--- src/rtl/cnt20_pkg.sv ---
// cnt20_pkg: shared state type, counter range constants and a range clamp
// for the cnt20 run-control sequencer.
`timescale 1ns/1ps
`default_nettype none

package cnt20_pkg;

  localparam int CNT20_W = 5;
  localparam logic [CNT20_W-1:0] CNT20_MAX = CNT20_W'(19);

  typedef enum logic [1:0] {
    IDLE  = 2'd0,
    RUN   = 2'd1,
    PAUSE = 2'd2,
    END   = 2'd3
  } cnt20_state_t;

  // Out-of-range counter values are handled as if they were the top value.
  function automatic logic [CNT20_W-1:0] cnt20_clamp(input logic [CNT20_W-1:0] v);
    return (v > CNT20_MAX) ? CNT20_MAX : v;
  endfunction

endpackage

`default_nettype wire

--- src/rtl/sw_debounce.sv ---
// sw_debounce: 2-flop synchronizer, stability counter, debounced level and
// one-cycle rising-edge event for a single raw switch.
`timescale 1ns/1ps
`default_nettype none

module sw_debounce #(
  parameter int DB_CYCLES = 500_000
) (
  input  logic clock,
  input  logic reset,
  input  logic sw_i,
  output logic level_o,
  output logic rise_o
);

  localparam int CW = $clog2(DB_CYCLES + 1);
  localparam logic [CW-1:0] C_LAST = CW'(DB_CYCLES);

  logic [1:0]    sync_q;
  logic [CW-1:0] cnt_q;
  logic          level_q;
  logic          rise_q;

  // The level flips on the edge where the synchronized value has already
  // disagreed for DB_CYCLES edges, so one extra edge completes the run.
  always_ff @(posedge clock or posedge reset) begin
    if (reset) begin
      sync_q  <= 2'b00;
      cnt_q   <= '0;
      level_q <= 1'b0;
      rise_q  <= 1'b0;
    end else begin
      sync_q <= {sync_q[0], sw_i};
      rise_q <= 1'b0;
      if (sync_q[1] == level_q) begin
        cnt_q <= '0;
      end else if (cnt_q == C_LAST) begin
        cnt_q   <= '0;
        level_q <= sync_q[1];
        rise_q  <= sync_q[1];
      end else begin
        cnt_q <= cnt_q + 1'b1;
      end
    end
  end

  assign level_o = level_q;
  assign rise_o  = rise_q;

endmodule

`default_nettype wire

--- src/rtl/cnt20_seq_ctrl.sv ---
// cnt20_seq_ctrl: switch debouncing, step prescaler and run-control FSM for
// the 0..19 counter. Define CNT20_AUTOSTOP_EN to enable end-stop handling.
`timescale 1ns/1ps
`default_nettype none

module cnt20_seq_ctrl
  import cnt20_pkg::*;
#(
  parameter int DIV       = 50_000_000,
  parameter int DB_CYCLES = 500_000
) (
  input  logic               clock,
  input  logic               reset,
  input  logic               sw_start,
  input  logic               sw_ud,
  input  logic               sw_clr,
  input  logic [CNT20_W-1:0] count,
  output logic               cnt_en,
  output logic               cnt_ud,
  output logic               cnt_clr,
  output logic               running
);

  localparam int PW = $clog2(DIV);
  localparam logic [PW-1:0] P_LAST = PW'(DIV - 1);

  logic w_start_ev, w_clr_ev, w_ud_lvl;
  logic w_start_lvl_unused, w_clr_lvl_unused, w_ud_rise_unused;

  sw_debounce #(.DB_CYCLES(DB_CYCLES)) u_db_start (
    .clock(clock), .reset(reset), .sw_i(sw_start),
    .level_o(w_start_lvl_unused), .rise_o(w_start_ev)
  );

  sw_debounce #(.DB_CYCLES(DB_CYCLES)) u_db_ud (
    .clock(clock), .reset(reset), .sw_i(sw_ud),
    .level_o(w_ud_lvl), .rise_o(w_ud_rise_unused)
  );

  sw_debounce #(.DB_CYCLES(DB_CYCLES)) u_db_clr (
    .clock(clock), .reset(reset), .sw_i(sw_clr),
    .level_o(w_clr_lvl_unused), .rise_o(w_clr_ev)
  );

  cnt20_state_t  state_q, state_d;
  logic [PW-1:0] presc_q;
  logic          en_q, en_d;
  logic          clr_q, clr_d;
  logic          ud_q, ud_d;
  logic          run_q;
  logic          w_tick;

  assign w_tick = (state_q == RUN) && (presc_q == P_LAST);

`ifdef CNT20_AUTOSTOP_EN
  logic               end_up_q, end_up_d;
  logic [CNT20_W-1:0] w_cnt;
  logic               w_at_end;

  assign w_cnt    = cnt20_clamp(count);
  assign w_at_end = (ud_q && (w_cnt == CNT20_MAX)) || (!ud_q && (w_cnt == '0));

  always_ff @(posedge clock or posedge reset) begin
    if (reset) end_up_q <= 1'b1;
    else       end_up_q <= end_up_d;
  end
`else
  logic w_count_unused;
  assign w_count_unused = ^count;
`endif

  always_comb begin
    state_d = state_q;
    en_d    = 1'b0;
    clr_d   = 1'b0;
`ifdef CNT20_AUTOSTOP_EN
    end_up_d = end_up_q;
`endif
    if (w_clr_ev) begin
      state_d = IDLE;
      clr_d   = 1'b1;
    end else begin
      case (state_q)
        IDLE, PAUSE: if (w_start_ev) state_d = RUN;
        RUN: begin
          if (w_tick) begin
`ifdef CNT20_AUTOSTOP_EN
            if (w_at_end) begin
              state_d  = END;
              end_up_d = ud_q;
            end else begin
              en_d = 1'b1;
              if (w_start_ev) state_d = PAUSE;
            end
`else
            en_d = 1'b1;
            if (w_start_ev) state_d = PAUSE;
`endif
          end else if (w_start_ev) begin
            state_d = PAUSE;
          end
        end
`ifdef CNT20_AUTOSTOP_EN
        END: if (w_start_ev && (ud_q != end_up_q)) state_d = RUN;
`endif
        default: state_d = IDLE;
      endcase
    end
  end

  // Direction only moves on a step boundary while running.
  assign ud_d = ((state_q != RUN) || w_tick) ? w_ud_lvl : ud_q;

  always_ff @(posedge clock or posedge reset) begin
    if (reset) begin
      state_q <= IDLE;
      presc_q <= '0;
      en_q    <= 1'b0;
      clr_q   <= 1'b0;
      ud_q    <= 1'b1;
      run_q   <= 1'b0;
    end else begin
      state_q <= state_d;
      if ((state_q == RUN) && (state_d == RUN))
        presc_q <= (presc_q == P_LAST) ? '0 : presc_q + 1'b1;
      else
        presc_q <= '0;
      en_q  <= en_d;
      clr_q <= clr_d;
      ud_q  <= ud_d;
      run_q <= (state_d == RUN);
    end
  end

  assign cnt_en  = en_q;
  assign cnt_clr = clr_q;
  assign cnt_ud  = ud_q;
  assign running = run_q;

endmodule

`default_nettype wire

--- config.mk ---
export PLATFORM = sky130hd
export DESIGN_NAME = cnt20_seq_ctrl
export DESIGN_NICKNAME = d
export VERILOG_FILES = /design/src/rtl/cnt20_pkg.sv /design/src/rtl/sw_debounce.sv /design/src/rtl/cnt20_seq_ctrl.sv
export SDC_FILE = /design/constraint.sdc
export NUM_CORES = 1
export LEC_CHECK = 0
export CAP_MARGIN = 25
export CORE_MARGIN = 2
export CORE_UTILIZATION = 65
export CTS_BUF_LIST = sky130_fd_sc_hd__clkbuf_2
export DETAILED_ROUTE_END_ITERATION = 10
export PLACE_DENSITY = 0.84
export REMOVE_ABC_BUFFERS = 1
export SLEW_MARGIN = 20
export SYNTH_ARGS = -nofsm -noshare
export SYNTH_HDL_FRONTEND = slang
export SYNTH_SLANG_ARGS = --single-unit
--- constraint.sdc ---
create_clock -name clock -period 9.78 [get_ports clock]
set_input_delay 1.956 -clock clock [delete_from_list [all_inputs] [get_ports clock]]
set_output_delay 1.956 -clock clock [all_outputs]
set_load 0.05 [all_outputs]
==> results of run 1 <==
final cells by class:
type,count,area [um2],area share [%]
clock inverter,6,50.0,0.978
inverter,21,81.3,1.59
clock buffer,10,50.0,0.978
multi-input combinational,351,2210,43.3
sequential,100,2500,48.9
timing repair buffer,10,95.1,1.86
tap,99,124,2.42
synthesized netlist by cell type (3+ instances only):
cell type,number,area (um2)
dfrtp_1,99,2480
ha_1,7,87.6
nand2_1,28,105
and3_1,7,43.8
inv_1,21,78.8
nand4_1,19,119
o31ai_1,13,97.6
nor4b_1,7,61.3
or4_1,15,113
xnor2_1,31,272
nor3_1,9,45.0
o21ai_0,10,50.1
nor3b_1,3,22.5
a21oi_1,26,130
and2_1,5,31.3
or3_1,12,75.1
buf_2,5,25.0
nor4_1,13,81.3
xor2_1,22,193
clkbuf_1,7,26.3
nor2_1,66,248
mux2_2,4,45.0
and4_1,6,52.6
nand3_1,28,140
through the flow:
step	instance area, um2	total power, mW	setup WS (ps)	hold slack [ps]
6_report	5120	0.620	5900	385
5_1_grt	5120	0.648	5810	390
4_1_cts	5120	0.629	5860	386
3_5_place_dp	5020	0.455	6230	337
3_3_place_gp	5020	0.453	6250	333
2_1_floorplan	4800	0.446	5210	331
cell families (layout without fill, tap and decap cells):
| group | after synthesis | in the layout | synth area share (%) |
|---|---|---|---|
| buf+inv | 34 | 47 | 2.83 |
| mux | 5 | 5 | 1.24 |
| flops | 100 | 100 | 51.6 |
| xor+xnor | 53 | 53 | 9.56 |
| simple gates | 230 | 230 | 25.7 |
| fa+ha+maj | 7 | 7 | 1.80 |
| compound gates | 56 | 56 | 7.29 |
flip-flops by register name, summed over array words and instances (netlist names), 2 cells and up:
signal             count
u_db_ud.sync_q         2
u_db_start.cnt_q      19
presc_q               26
state_q                2
u_db_clr.sync_q        2
u_db_start.sync_q      2
u_db_clr.cnt_q        19
u_db_ud.cnt_q         19
per-layer routing:
layer	global-route usage, %	routed length [um]	vias to the layer above
met5	0	0	-
met4	5.77	89	0
met3	5.34	282	13
met2	36.3	4180	68
met1	30.3	4000	1716
li1	-	-	1739
power by group through the flow:
stage          clock network (mW)  registers (mW)  logic [mW]
6_report                    0.173           0.424      0.0235
4_1_cts                     0.180           0.424      0.0242
3_5_place_dp                    0           0.431      0.0241
5_1_grt                     0.196           0.425      0.0275
3_3_place_gp                    0           0.430      0.0230
2_1_floorplan                   0           0.429      0.0168
worst paths after layout:
| check | start | endpoint | slack, ps | cells after the start |
|---|---|---|---|---|
| worst max register to register | u_db_start.cnt_q[6] | u_db_start.cnt_q[15] | 7510 | 3 |
| worst min register to register | u_db_ud.sync_q[0] | u_db_ud.sync_q[1] | 390 | 0 |
| min in group asynchronous | reset | u_db_ud.cnt_q[5] | 1740 | 2 |
| max in group asynchronous | reset | presc_q[2] | 6930 | 3 |
| worst max-delay path | cnt_ud | cnt_ud | 5900 | 1 |
| worst min-delay path | u_db_ud.sync_q[0] | u_db_ud.sync_q[1] | 390 | 0 |
==> flow_summary.toml, run 1 <==
[status]
status = "finished, final reports clean"

[route]
vias_per_cell = 5.92
drcViolationCount = 0
vias = 3536
totalWireLength_um = 8550
firstDrtPassIters = 5
drt-initial-drc-count = 167
wire_per_inst_um = 14.3
postRouteAntennaNets = 0

[cells_and_area]
final_common_cell = "dfrtp_1"
finalNonFillerCells = 597
layout-drive-gt1-share_pct = 7.23
antenna_cells = 0
fill_cells = 566
final_core_util_pct = 70.6
nets = 510
final_cell_mix = "99 x dfrtp_1, 66 x nor2_1, 31 x xnor2_1"
area_growth_syn_to_layout_pct = 5.41

[power_and_ir_drop]
p_leak_nw = 2.04
clockPowerShare_pct = 27.9
p_int_mw = 0.463
swShare_pct = 25.4
vdd_drop_max_mv = 0.0704
pwr-share-comb_pct = 3.8
power_frac_seq_pct = 68.3
switchingPower_mw = 0.158
power_density_nw_per_um2 = 121

[timing]
setup_viol_count_final = 0
fmax_mhz = 258
finalClockSkew_ps = 22.4
drv_slew = 0
fin_crit_sh_pct = 39.7
rsz0062_at_grt = "no"
setup-tns-final_ps = 0
hold_viol = 0
finalCriticalPeriod_ps = 3880
worst_slew_pin_slew_ps = 991
maxSlewHeadroom_pct = 33.7

[setup_path]
crit_required_ps = 7820
crit_path_end_kind = "output pin"
path_cells = "clkdlybuf4s50_1"
cp_top_family = "buffers and inverters"
crit_type = "reg2out"
cp-start-kind = "register"
worstPathArrival_ps = 1920
slowest_stage = "clkdlybuf4s50_1"
timing.critical_path.fanout_max = 2
max_stage_delay_ps = 790
path_buf_inv = 1

[grt]
antenna_found_initial = 0
first_global_vias = 3330
grt_max_degree = 63
globalRouteOverflowTotal = 0
grt_pass1_wl_um = 15000
grt_use_total_pct = 22.2

[die]
pin_count = 14
floorplan.initialDensity_pct = 66.9
dieHeight_um = 90.4
core-area_um2 = 7250
rows = 31
dieWidth_um = 90.4
die-area_um2 = 8180

[clock_tree]
clock_latency_ps = 570
htree_levels = 3
root_buffer = "clkbuf_2"
cts_tree = "built"
cts_resized = 0
clock_sinks = 100
hold_buffers = 0
tritoncts.num_buffers = 9
postCtsSetupBuffers = 0
path_clk_slew_ps = 250
clockBufferDepth = 2

[placement]
portBuffers = 8
gp_congestion = 0.850
dp_cells = 581
dp_hpwl_um = 5750

[synth]
syn_inst = 485
synth.distinct_cells = 43
synth-edff-count = 0
synth-seq-area-share_pct = 51.6
ys_async_sr_fraction_pct = 100
synth-seq-cells = 100
syn_avg_cell_area_um2 = 10.0
synth_flop_cell = "dfrtp_1"
ys_warn_count = 0
syn_area_um2 = 4860

[run]
max_cap_viol_count = 0

[worst_hold_path]
hold_path.class = "reg2reg"
Power figures use the tool's default switching activity.
==> inputs of run 2 (changes only) <==
CORE_UTILIZATION = 64   (was 65)
PLACE_DENSITY = 0.83   (was 0.84)
clock period = 3.9 ns   (was 9.78 ns; I/O delays follow)
==> run 2 against run 1 <==
Flip-flop and latch count stayed put. Final cell count is 0.17% higher. Die area is 1.5% higher. Combinational power grew to 2.5 times the previous value. Worst hold slack better by 3.8 ps. Critical endpoint unchanged. Largest power group unchanged. Highest routed layer unchanged.
==> flow_summary.toml, run 2 (same netlist as run 1, synthesis figures left out) <==
[status]
status = "finished, final reports clean"

[route]
drt-initial-drc-count = 175
firstDrtPassIters = 4
drcViolationCount = 0
vias_per_cell = 5.97
postRouteAntennaNets = 0
wire_per_inst_um = 14.1
vias = 3571
totalWireLength_um = 8430

[power_and_ir_drop]
power.total_mw = 1.62
vdd_drop_max_mv = 0.220
power_density_nw_per_um2 = 316
p_leak_nw = 2.05

[timing]
post-route-worst-setup-slack_ps = 1200
hold_viol = 0
drv_slew = 0
rsz0062_at_grt = "no"
setup-tns-final_ps = 0
finalClockSkew_ps = 22.1
maxSlewHeadroom_pct = 36.0
worst_slew_pin_slew_ps = 957
fin_crit_sh_pct = 69.3
fmax_mhz = 370
setup_viol_count_final = 0
finalCriticalPeriod_ps = 2700

[grt]
grt_pass1_wl_um = 15100
grt_max_degree = 64
globalRouteOverflowTotal = 0
first_global_vias = 3277
grt_use_total_pct = 22.3
antenna_found_initial = 0

[setup_path]
startpoint = "cnt_ud"
r2r-start = "u_db_start.cnt_q[6]"
crit_path_end_kind = "output pin"
reg2reg_depth = 3
max_stage_delay_ps = 790
crit_type = "reg2out"
path_buf_inv = 1
crit_cells = 1
crit_required_ps = 3120
cp_top_family = "buffers and inverters"
crit_path_end = "cnt_ud"
path_cells = "clkdlybuf4s50_1"
timing.critical_path.fanout_max = 2
r2r_slack_ps = 1700
reg2reg_to = "u_db_start.cnt_q[12]"
worstPathArrival_ps = 1920
slowest_stage = "clkdlybuf4s50_1"
cp-start-kind = "register"

[clock_tree]
clockBufferDepth = 2
postCtsSetupBuffers = 0
cts_resized = 0
htree_levels = 3
hold_buffers = 0
cts_tree = "built"
clock_latency_ps = 540
path_clk_slew_ps = 270
tritoncts.num_buffers = 9
root_buffer = "clkbuf_2"
clock_sinks = 100

[worst_hold_path]
worstHoldPathCells = 0
hold_path.class = "reg2reg"

[die]
pin_count = 14
dieWidth_um = 91.1
floorplan.initialDensity_pct = 66.6
dieHeight_um = 91.1
rows = 31
core-area_um2 = 7290
die-area_um2 = 8300

[cells_and_area]
area_growth_syn_to_layout_pct = 6.00
nets = 511
layout-drive-gt1-share_pct = 7.41
final_common_cell = "dfrtp_1"
regMostFlops = "presc_q"
largest_register_ff_count = 26
antenna_cells = 0
final_cell_mix = "99 x dfrtp_1, 66 x nor2_1, 31 x xnor2_1"

[placement]
dp_hpwl_um = 5760
gp_congestion = 0.854
dp_slack_ps = 1700
portBuffers = 8

[run]
max_cap_viol_count = 0
run 2: cell count changes in the layout (fill, tap and decap cells not counted), sizes merged:
| cell | before | now |
|---|---|---|
| buf | 2 | 3 |
| bufinv | 0 | 1 |
| clkinv | 3 | 0 |
| inv | 22 | 24 |
run 2: per-stage QoR:
step / instances / util [%] / hold WS, ps / area (um2)
after global placement: 582 / 68.9 / 332 / 5030
after detailed placement: 582 / 68.9 / 336 / 5030
final: 598 / 70.6 / 389 / 5150
after CTS: 598 / 70.6 / 392 / 5150
after floorplan: 472 / - / 331 / 4800
after global routing: 598 / 70.6 / 398 / 5150
run 2: worst min path at each step:
stage | start | end
2_1_floorplan | u_db_clr.sync_q[0] | u_db_clr.sync_q[1]
3_3_place_gp | u_db_start.sync_q[0] | u_db_start.sync_q[1]
3_5_place_dp | u_db_start.sync_q[0] | u_db_start.sync_q[1]
4_1_cts | u_db_start.sync_q[0] | u_db_start.sync_q[1]
5_1_grt | u_db_clr.sync_q[0] | u_db_clr.sync_q[1]
6_report | u_db_clr.sync_q[0] | u_db_clr.sync_q[1]
run 2: layout make-up:
cell class | count | area [um2]
clock inverter | 6 | 71.3
tap | 99 | 124
inverter | 21 | 81.3
multi-input combinational | 351 | 2210
timing repair buffer | 11 | 103
sequential | 100 | 2500
fill | 581 | 2140
clock buffer | 10 | 50.0
run 2: where the power goes:
part	switching, mW	leakage, nW	internal (mW)	total [mW]
sequential	0.0126	1.37	1.05	1.06
combinational	0.0415	0.612	0.0183	0.0598
clock	0.344	0.0696	0.158	0.502
total	0.398	2.05	1.23	1.62
run 2: layer usage:
metal	up-vias	GRT usage, %	part of all wire, %
met3	4	5.48	2.8
met1	1780	30.8	48
met5	-	0	0
met4	0	4.92	0.63
met2	50	35.9	48
li1	1737	-	-
